$ cat src/rtl/riscv_defs_pkg.sv
// Definitions shared between the core and the byte-serial memory controller:
// access size codes, controller state encoding and the start of the I/O window.
package riscv_defs;

    localparam logic [1:0] SZ_B = 2'd0;
    localparam logic [1:0] SZ_H = 2'd1;
    localparam logic [1:0] SZ_W = 2'd2;

    localparam logic [17:0] IO_BASE = 18'h30000;

    typedef enum logic [1:0] {
        MC_IDLE  = 2'd0,
        MC_READ  = 2'd1,
        MC_WRITE = 2'd2
    } mc_state_e;

    typedef enum logic {
        PORT_IF = 1'b0,
        PORT_LS = 1'b1
    } mc_port_e;

    // Index of the final byte of an access; code 3 is treated as a word.
    function automatic logic [1:0] size_last(input logic [1:0] size);
        case (size)
            SZ_B:    return 2'd0;
            SZ_H:    return 2'd1;
            default: return 2'd3;
        endcase
    endfunction

endpackage

$ cat src/rtl/mem_ctrl.sv
// Byte-serial memory controller: arbitrates fetch and load/store requests and
// turns each one into little-endian byte cycles on the 8-bit RAM/IO bus.
module mem_ctrl
    import riscv_defs::*;
#(
    parameter int ADDR_W = 32
)
(
    input  logic              clk_in,
    input  logic              rst_in,
    input  logic              rdy_in,
    input  logic              if_req,
    input  logic [ADDR_W-1:0] if_addr,
    output logic              if_done,
    output logic [31:0]       if_data,
    input  logic              ls_req,
    input  logic              ls_we,
    input  logic [1:0]        ls_size,
    input  logic [ADDR_W-1:0] ls_addr,
    input  logic [31:0]       ls_wdata,
    output logic              ls_done,
    output logic [31:0]       ls_rdata,
    input  logic [7:0]        mem_din,
    output logic [7:0]        mem_dout,
    output logic [ADDR_W-1:0] mem_a,
    output logic              mem_wr
);

    mc_state_e         state_q, state_d;
    mc_port_e          port_q, port_d;
    logic [ADDR_W-1:0] base_q, base_d;
    logic [ADDR_W-1:0] addr_q, addr_d;
    logic [1:0]        last_q, last_d;
    logic [1:0]        iss_q, iss_d;
    logic [1:0]        rcv_q, rcv_d;
    logic              iss_on_q, iss_on_d;
    logic              infl_q, infl_d;
    logic [31:0]       buf_q, buf_d;
    logic [31:0]       wdata_q, wdata_d;
    logic              wr_q, wr_d;
    logic [7:0]        dout_q, dout_d;
    logic              if_done_q, if_done_d;
    logic              ls_done_q, ls_done_d;
    logic [31:0]       if_data_q, if_data_d;
    logic [31:0]       ls_rdata_q, ls_rdata_d;
    logic [1:0]        nxt_idx;
    logic              take_ls;
    logic              take_if;

    always_ff @(posedge clk_in or posedge rst_in) begin
        if (rst_in) begin
            state_q    <= MC_IDLE;
            port_q     <= PORT_IF;
            base_q     <= '0;
            addr_q     <= '0;
            last_q     <= 2'd0;
            iss_q      <= 2'd0;
            rcv_q      <= 2'd0;
            iss_on_q   <= 1'b0;
            infl_q     <= 1'b0;
            buf_q      <= 32'd0;
            wdata_q    <= 32'd0;
            wr_q       <= 1'b0;
            dout_q     <= 8'd0;
            if_done_q  <= 1'b0;
            ls_done_q  <= 1'b0;
            if_data_q  <= 32'd0;
            ls_rdata_q <= 32'd0;
        end else begin
            state_q    <= state_d;
            port_q     <= port_d;
            base_q     <= base_d;
            addr_q     <= addr_d;
            last_q     <= last_d;
            iss_q      <= iss_d;
            rcv_q      <= rcv_d;
            iss_on_q   <= iss_on_d;
            infl_q     <= infl_d;
            buf_q      <= buf_d;
            wdata_q    <= wdata_d;
            wr_q       <= wr_d;
            dout_q     <= dout_d;
            if_done_q  <= if_done_d;
            ls_done_q  <= ls_done_d;
            if_data_q  <= if_data_d;
            ls_rdata_q <= ls_rdata_d;
        end
    end

    // A port whose done pulse is showing still holds its request for that
    // cycle, so it is masked out of arbitration until the requester drops it.
    always_comb begin
        state_d    = state_q;
        port_d     = port_q;
        base_d     = base_q;
        addr_d     = addr_q;
        last_d     = last_q;
        iss_d      = iss_q;
        rcv_d      = rcv_q;
        iss_on_d   = iss_on_q;
        infl_d     = infl_q;
        buf_d      = buf_q;
        wdata_d    = wdata_q;
        wr_d       = wr_q;
        dout_d     = dout_q;
        if_done_d  = if_done_q;
        ls_done_d  = ls_done_q;
        if_data_d  = if_data_q;
        ls_rdata_d = ls_rdata_q;
        nxt_idx    = iss_q + 2'd1;
        take_ls    = ls_req && !ls_done_q;
        take_if    = if_req && !if_done_q;

        if (!rdy_in) begin
            // A paused read cycle may have lost its byte: restart issue at the
            // first byte not yet received.
            if (state_q == MC_READ) begin
                iss_d    = rcv_q;
                addr_d   = base_q + ADDR_W'(rcv_q);
                iss_on_d = 1'b1;
                infl_d   = 1'b0;
            end
        end else begin
            if_done_d = 1'b0;
            ls_done_d = 1'b0;
            case (state_q)
                MC_IDLE: begin
                    if (take_ls) begin
                        port_d = PORT_LS;
                        base_d = ls_addr;
                        addr_d = ls_addr;
                        last_d = size_last(ls_size);
                        iss_d  = 2'd0;
                        rcv_d  = 2'd0;
                        buf_d  = 32'd0;
                        if (ls_we) begin
                            state_d = MC_WRITE;
                            wdata_d = ls_wdata;
                            wr_d    = 1'b1;
                            dout_d  = ls_wdata[7:0];
                        end else begin
                            state_d  = MC_READ;
                            iss_on_d = 1'b1;
                            infl_d   = 1'b0;
                        end
                    end else if (take_if) begin
                        port_d   = PORT_IF;
                        base_d   = if_addr;
                        addr_d   = if_addr;
                        last_d   = size_last(SZ_W);
                        iss_d    = 2'd0;
                        rcv_d    = 2'd0;
                        buf_d    = 32'd0;
                        state_d  = MC_READ;
                        iss_on_d = 1'b1;
                        infl_d   = 1'b0;
                    end
                end

                MC_WRITE: begin
                    if (iss_q == last_q) begin
                        state_d   = MC_IDLE;
                        wr_d      = 1'b0;
                        ls_done_d = 1'b1;
                    end else begin
                        iss_d  = nxt_idx;
                        addr_d = base_q + ADDR_W'(nxt_idx);
                        dout_d = wdata_q[{nxt_idx, 3'b000} +: 8];
                    end
                end

                MC_READ: begin
                    if (iss_on_q) begin
                        infl_d = 1'b1;
                        if (iss_q == last_q) begin
                            iss_on_d = 1'b0;
                        end else begin
                            iss_d  = nxt_idx;
                            addr_d = base_q + ADDR_W'(nxt_idx);
                        end
                    end else begin
                        infl_d = 1'b0;
                    end
                    if (infl_q) begin
                        buf_d[{rcv_q, 3'b000} +: 8] = mem_din;
                        rcv_d = rcv_q + 2'd1;
                        if (rcv_q == last_q) begin
                            state_d  = MC_IDLE;
                            infl_d   = 1'b0;
                            iss_on_d = 1'b0;
                            if (port_q == PORT_LS) begin
                                ls_done_d  = 1'b1;
                                ls_rdata_d = buf_d;
                            end else begin
                                if_done_d = 1'b1;
                                if_data_d = buf_d;
                            end
                        end
                    end
                end

                default: state_d = MC_IDLE;
            endcase
        end
    end

    assign mem_a    = addr_q;
    assign mem_dout = dout_q;
    assign mem_wr   = wr_q & rdy_in;
    assign if_done  = if_done_q;
    assign if_data  = if_data_q;
    assign ls_done  = ls_done_q;
    assign ls_rdata = ls_rdata_q;

endmodule

$ cat config.mk
export PLATFORM = sky130hd
export DESIGN_NAME = mem_ctrl
export DESIGN_NICKNAME = d
export VERILOG_FILES = /design/src/rtl/riscv_defs_pkg.sv /design/src/rtl/mem_ctrl.sv
export SDC_FILE = /design/constraint.sdc
export NUM_CORES = 1
export LEC_CHECK = 0
export BUFFER_PORTS_ARGS = -buffer_cell sky130_fd_sc_hd__buf_2
export CAP_MARGIN = 5
export CELL_PAD_IN_SITES_DETAIL_PLACEMENT = 1
export CELL_PAD_IN_SITES_GLOBAL_PLACEMENT = 1
export CORE_MARGIN = 2
export CORE_UTILIZATION = 40
export DETAILED_ROUTE_END_ITERATION = 10
export PLACE_DENSITY_LB_ADDON = 0.05
export SETUP_SLACK_MARGIN = 0.4
export SLEW_MARGIN = 20
export SYNTH_ARGS = -nofsm -noshare
export SYNTH_HDL_FRONTEND = slang
export SYNTH_SLANG_ARGS = --single-unit
export TNS_END_PERCENT = 100
$ cat constraint.sdc
create_clock -name clk_in -period 8.2 [get_ports clk_in]
set_clock_uncertainty 0.2 [all_clocks]
set_input_delay 0.82 -clock clk_in [delete_from_list [all_inputs] [get_ports clk_in]]
set_output_delay 0.82 -clock clk_in [all_outputs]
set_load 0.01 [all_outputs]
Yosys cells after proc, flatten, opt, wreduce, memory -nomap -nowiden:

Cells that the tools add are included.

* flip-flop bits (word level): 214
* input port bits: 112
* logic and storage cells: 131

* add/sub/neg operators: 5
* equal/unequal tests: 15
* shift-type cells: 3
* mux-type cells: 68
* bitwise operators: 2
* reduce and logical (&&, ||, !) cells: 21

Operators by type and width (count)
* $mux W32: 9
* $pmux W32 S3: 1
* $add A32 B2 Y32: 2
* $pmux W32 S2: 1
* $bwmux W32: 1
* $shift A8 B7 Y32 const A: 1
* $shiftx A32 B6 Y8: 1
* $shiftx A8 B7 Y32: 1
* $mux W2: 15
* $mux W1: 29
* $reduce_and A5 Y1: 5
* $mux W8: 3
* $pmux W8 S2: 1
* $reduce_and A4 Y1: 4
* $pmux W2 S3: 2
* $ne A2 B2 Y1 const B: 5
* $ne A4 B4 Y1 const B: 2
* $pmux W1 S2: 4
* $pmux W2 S2: 2
* $reduce_bool A2 Y1: 4
* $neg A5 Y7: 1
* $ne A3 B3 Y1 const B: 2
* $add A2 B1 Y2 const B: 2
* $eq A2 B1 Y1 const B: 2
* 10 further kinds: 14

Longest topological paths before layout:

* word-level depth: 7
* depth in mapped cells: 12
* mapped depth without buffers: 9

Worst setup path before layout:

Ideal clock, no wire load.

* path kind: reg2reg
* start: reg iss_q[0]
* end: reg addr_q[14], in the netlist mem_a[14]
* library setup time: 0.121 ns
* arrival: 2.467 ns
* slack: 5.412 ns
* cell stages (with the launch flop): 9
* buffers on the path: 1
* clock period less this slack: 2.788 ns
* cell sequence: dfrtp_1 > buf_1 > xor2_1 > fa_1 > nand3_1 > or3_4 > a21o_1 > a221o_1 > a22o_1

* word-level cells in the longest chain between the ends: 6
* elaborated cells between the ends (all ways): 7
* classes of those cells: 2 x add/sub; 1 x eq/ne; 4 x mux

Ends and longest elaborated chain
* from (decl): RTL line mem_ctrl.sv:34 `logic [1:0] iss_q, iss_d;`
* from (signal assigned): RTL line mem_ctrl.sv:75 `iss_q <= iss_d;`
* $add A2 B1 Y2: RTL line mem_ctrl.sv:110 `nxt_idx = iss_q + 2'd1;`
* $add A32 B2 Y32: RTL line mem_ctrl.sv:167, mem_ctrl.sv:179
* $mux W32 *: RTL line mem_ctrl.sv:161, mem_ctrl.sv:175
* $mux W32: RTL line mem_ctrl.sv:173 `if (iss_on_q) begin`
* $pmux W32 S3 *: RTL line mem_ctrl.sv:126 `case (state_q)`
* $mux W32 *: RTL line mem_ctrl.sv:114 `if (!rdy_in) begin`
* to (signal assigned): RTL line mem_ctrl.sv:73 `addr_q <= addr_d;`
* to (decl): RTL line mem_ctrl.sv:32 `logic [ADDR_W-1:0] addr_q, addr_d;`

Mark *: on every way between the ends. The rest lies on a longest branch, timed or not. The select of a mux whose other input is x is not followed.
A chain may end at the register's enable or synchronous reset.

Worst setup path in the final report:

* start: reg iss_q[1]
* end: reg addr_q[16], in the netlist mem_a[16]

Same word-level chain as after synthesis.

==> impl_results.md <==
* Outcome: finished, final reports clean
* Post_cts resized at 0
* Setup TNS at 0 ns
* # nets final at between 1000 and 1500
* Slew @ Worst Pin at 1.02 ns
* CP arrival at 3.66 ns
* Post-Syn Instances at 1102
* Max-cap viol count at 0
* Number of hold buffers added after cts at 0
* I/O Pins at roughly 220
* Register bit total from synthesis at between 200 and 250
* Antenna Nets Post-Route at 0
* Slowest Stage Delay on Critical Path at ~0.86 ns
* Area Overhead vs Synth at 18.7%
* EDFF count, synth at 0
* Synth cell types at 70
* Mapped cell area at between 10000 and 15000 sq um
* Global-route wire length before repair at between 50000 and 60000 um
* Skew-Pair Late Insertion Delay at 0.52 ns
* Overall power at between 4 and 5 mW
* PortBufs at roughly 220
* Most frequent cells in the layout: buf_2 (218), dfrtp_1 (214), nand2_1 (150)
* Drt first pass iters at 4
* Final cell count without fillers at 1636
* Crit share post-route at 0.422
* Critical Path, Cell by Cell: xor2_1 > fa_1 > nand3_1 > nor3_2 > nand4_1 > xor2_1 > a211oi_1 > a211o_1
* Worst VDD drop at roughly 180 uV
* Slowest cell on crit path: dfrtp_1
* CTS tree: built
* Vias per inst at ~5.4
* Hold Violations, Final at 0
* Total Routing Usage GR at 0.221
* Antenna violations before repair at 0
* GR Overflow Total at 0
* Critical path capture point type: flop
* Crit-path max FO at 12
* Drt total wl at roughly 31000 um
* Final setup violation count at 0
* Maximum clock rate at around 0.29 GHz
* Worst setup path startpoint: iss_q[1]
* Tmin final at 3.46 ns
* Ys Warns at 0
* Post-synth ARST share at 1.00
* Clock net sink count at ~210
* Die Y-Extent at between 150 and 200 um
* Most used cell, CP: xor2_1
* Clk slew on worst S/H paths at approximately 0.060 ns
* # Post-CTS Setup Buffers at 0
* Unrepaired setup endpoints after global routing: no
* Sequential power share at 0.381
* CP Launch Type: flop
* Pwr dens at ~340 nW/um^2
* Switching Power at 1.68 mW
* Clk buf depth at 3
* Site row count at 60
* Hpwl dp at roughly 22000 um
* Largest net degree at the start of global routing at approximately 140
* Max_slew headroom at 0.318
* Static leakage at 5.99 nW
* Pins Over Slew Limit at 0
* Width of the die at approximately 170 um
* Antenna cell count at 0
* Worst Path Buf+Inv at 0
* Avg Inst Size Synth at roughly 10 sq um
* WP data required at ~8.4 ns
* Main flop type after synthesis: dfrtp_1
* Sw Share at 0.382
* DR iter-0 viols at approximately 470
* Reg2reg start: iss_q[1]
* Post-route DRC violation count at 0
* Drt wl/cell at about 19 um
* Vias in the first global route at ~9200
* Die area at 28900 sq um
* Leading cell type in the layout, fill and taps excluded: buf_2
* Root Driver: clkbuf_16
* Syn Nets at between 1000 and 1500
* Tightest Hold Check Type: in -> async
* Via count at 8826
* Fraction of layout cells with a size suffix above 1 at 0.263
* Register area share after synthesis at 0.486
* H-Tree Depth at 1
* Placer Congestion at approximately 0.84
* Core area at approximately 27000 sq um
* P_int at ~2.7 mW
* Inst Count DP at approximately 1600
* Logic gate share of total power at 0.359
* Clock Power Share at 0.260
* Top Family by Delay on Critical Path: simple AND/OR/NAND/NOR gates
* Crit Path Class: reg -> reg
* Starting Density at 0.408
* TritonCTS Buffers at 26
cells by family after synthesis:
| family | Yosys count | share of synthesized area |
|---|---|---|
| and+or+nand+nor | 345 | 0.156 |
| AOI/OAI and AO/OA | 296 | 0.163 |
| DFF | 214 | 0.486 |
| buffers and inverters | 99 | 0.0474 |
| muxes | 91 | 0.0962 |
| xor gates and xnor gates | 42 | 0.0334 |
| adders and majority gates | 15 | 0.0184 |
through the flow:
step	worst slack (ns)	cell area, sq um	hold WS (ns)	util
after detailed placement	4.43	12200	0.265	0.451
after CTS	4.68	13000	0.278	0.483
after floorplan	1.33	11000	0.258	-
final	4.74	13100	0.127	0.484
after global placement	4.50	12200	0.257	0.451
after global routing	4.33	13100	0.158	0.484
metal layers:
metal	routed length, um	global-route usage	share of wire	up-vias
li1	-	-	-	4253
met1	13600	0.285	0.43	4352
met2	16200	0.399	0.51	181
met3	1190	0.0293	0.038	40
met4	515	0.0472	0.016	0
met5	0	0	0	-
cell type report:
type                            instances  area, sq um
Fill cell                            3118        13900
Sequential cell                       214         5360
Multi-Input combinational cell        789         5170
Timing Repair Buffer                  229         1190
Clock buffer                           42          812
Tap cell                              341          427
Inverter                               18         75.1
Clock inverter                          3         46.3
power groups by stage:
stage / combinational (mW) / sequential, mW / clock, mW
2_1_floorplan: 1.24 / 1.59 / 0
3_3_place_gp: 1.56 / 1.68 / 0
3_5_place_dp: 1.60 / 1.69 / 0
4_1_cts: 1.60 / 1.68 / 1.17
5_1_grt: 1.77 / 1.73 / 1.22
6_report: 1.58 / 1.68 / 1.14
registers in the layout, summed over array words and instances, names as in the netlist:
register,count
base_q,32
buf_q,32
if_data,32
if_done,1
infl_q,1
iss_on_q,1
iss_q,2
last_q,2
ls_done,1
ls_rdata,32
mem_a,32
mem_dout,8
port_q,1
rcv_q,2
state_q,2
wdata_q,32
wr_q,1
synth_stat cells (17+ instances only):
library cell	n	share of area
inv_1	17	0.0058
nand2_1	150	0.051
o21ai_0	90	0.041
a22o_1	34	0.027
nor3_1	17	0.0077
dfrtp_1	214	0.49
mux2_2	38	0.039
o21ai_1	30	0.014
nor2_1	62	0.021
clkbuf_1	37	0.013
nor2b_1	44	0.025
mux2i_1	44	0.040
buf_2	17	0.0077
nand4_1	17	0.0097
xnor2_1	27	0.021
a21oi_1	87	0.040
worst reg2reg max path, stage by stage, from the launching register on:
cell and delay, ns:
dfrtp_1 0.86, xor2_1 0.30, fa_1 0.29, nand3_1 0.34
nor3_2 0.58, nand4_1 0.20, xor2_1 0.19, a211oi_1 0.10
a211o_1 0.30
path summary, 6_finish.rpt:
check	endpoint	slack (ns)	depth (start not counted)
setup / recovery	mem_a[16]	4.74	8
hold / removal	mem_dout[0]	0.13	2
setup reg to reg	mem_a[16]	4.74	8
hold reg to reg	if_data[12]	0.27	2
max in group asynchronous	mem_a[31]	6.26	3
min in group clk_in	if_data[12]	0.27	2
(Power assumes the default switching activity.)
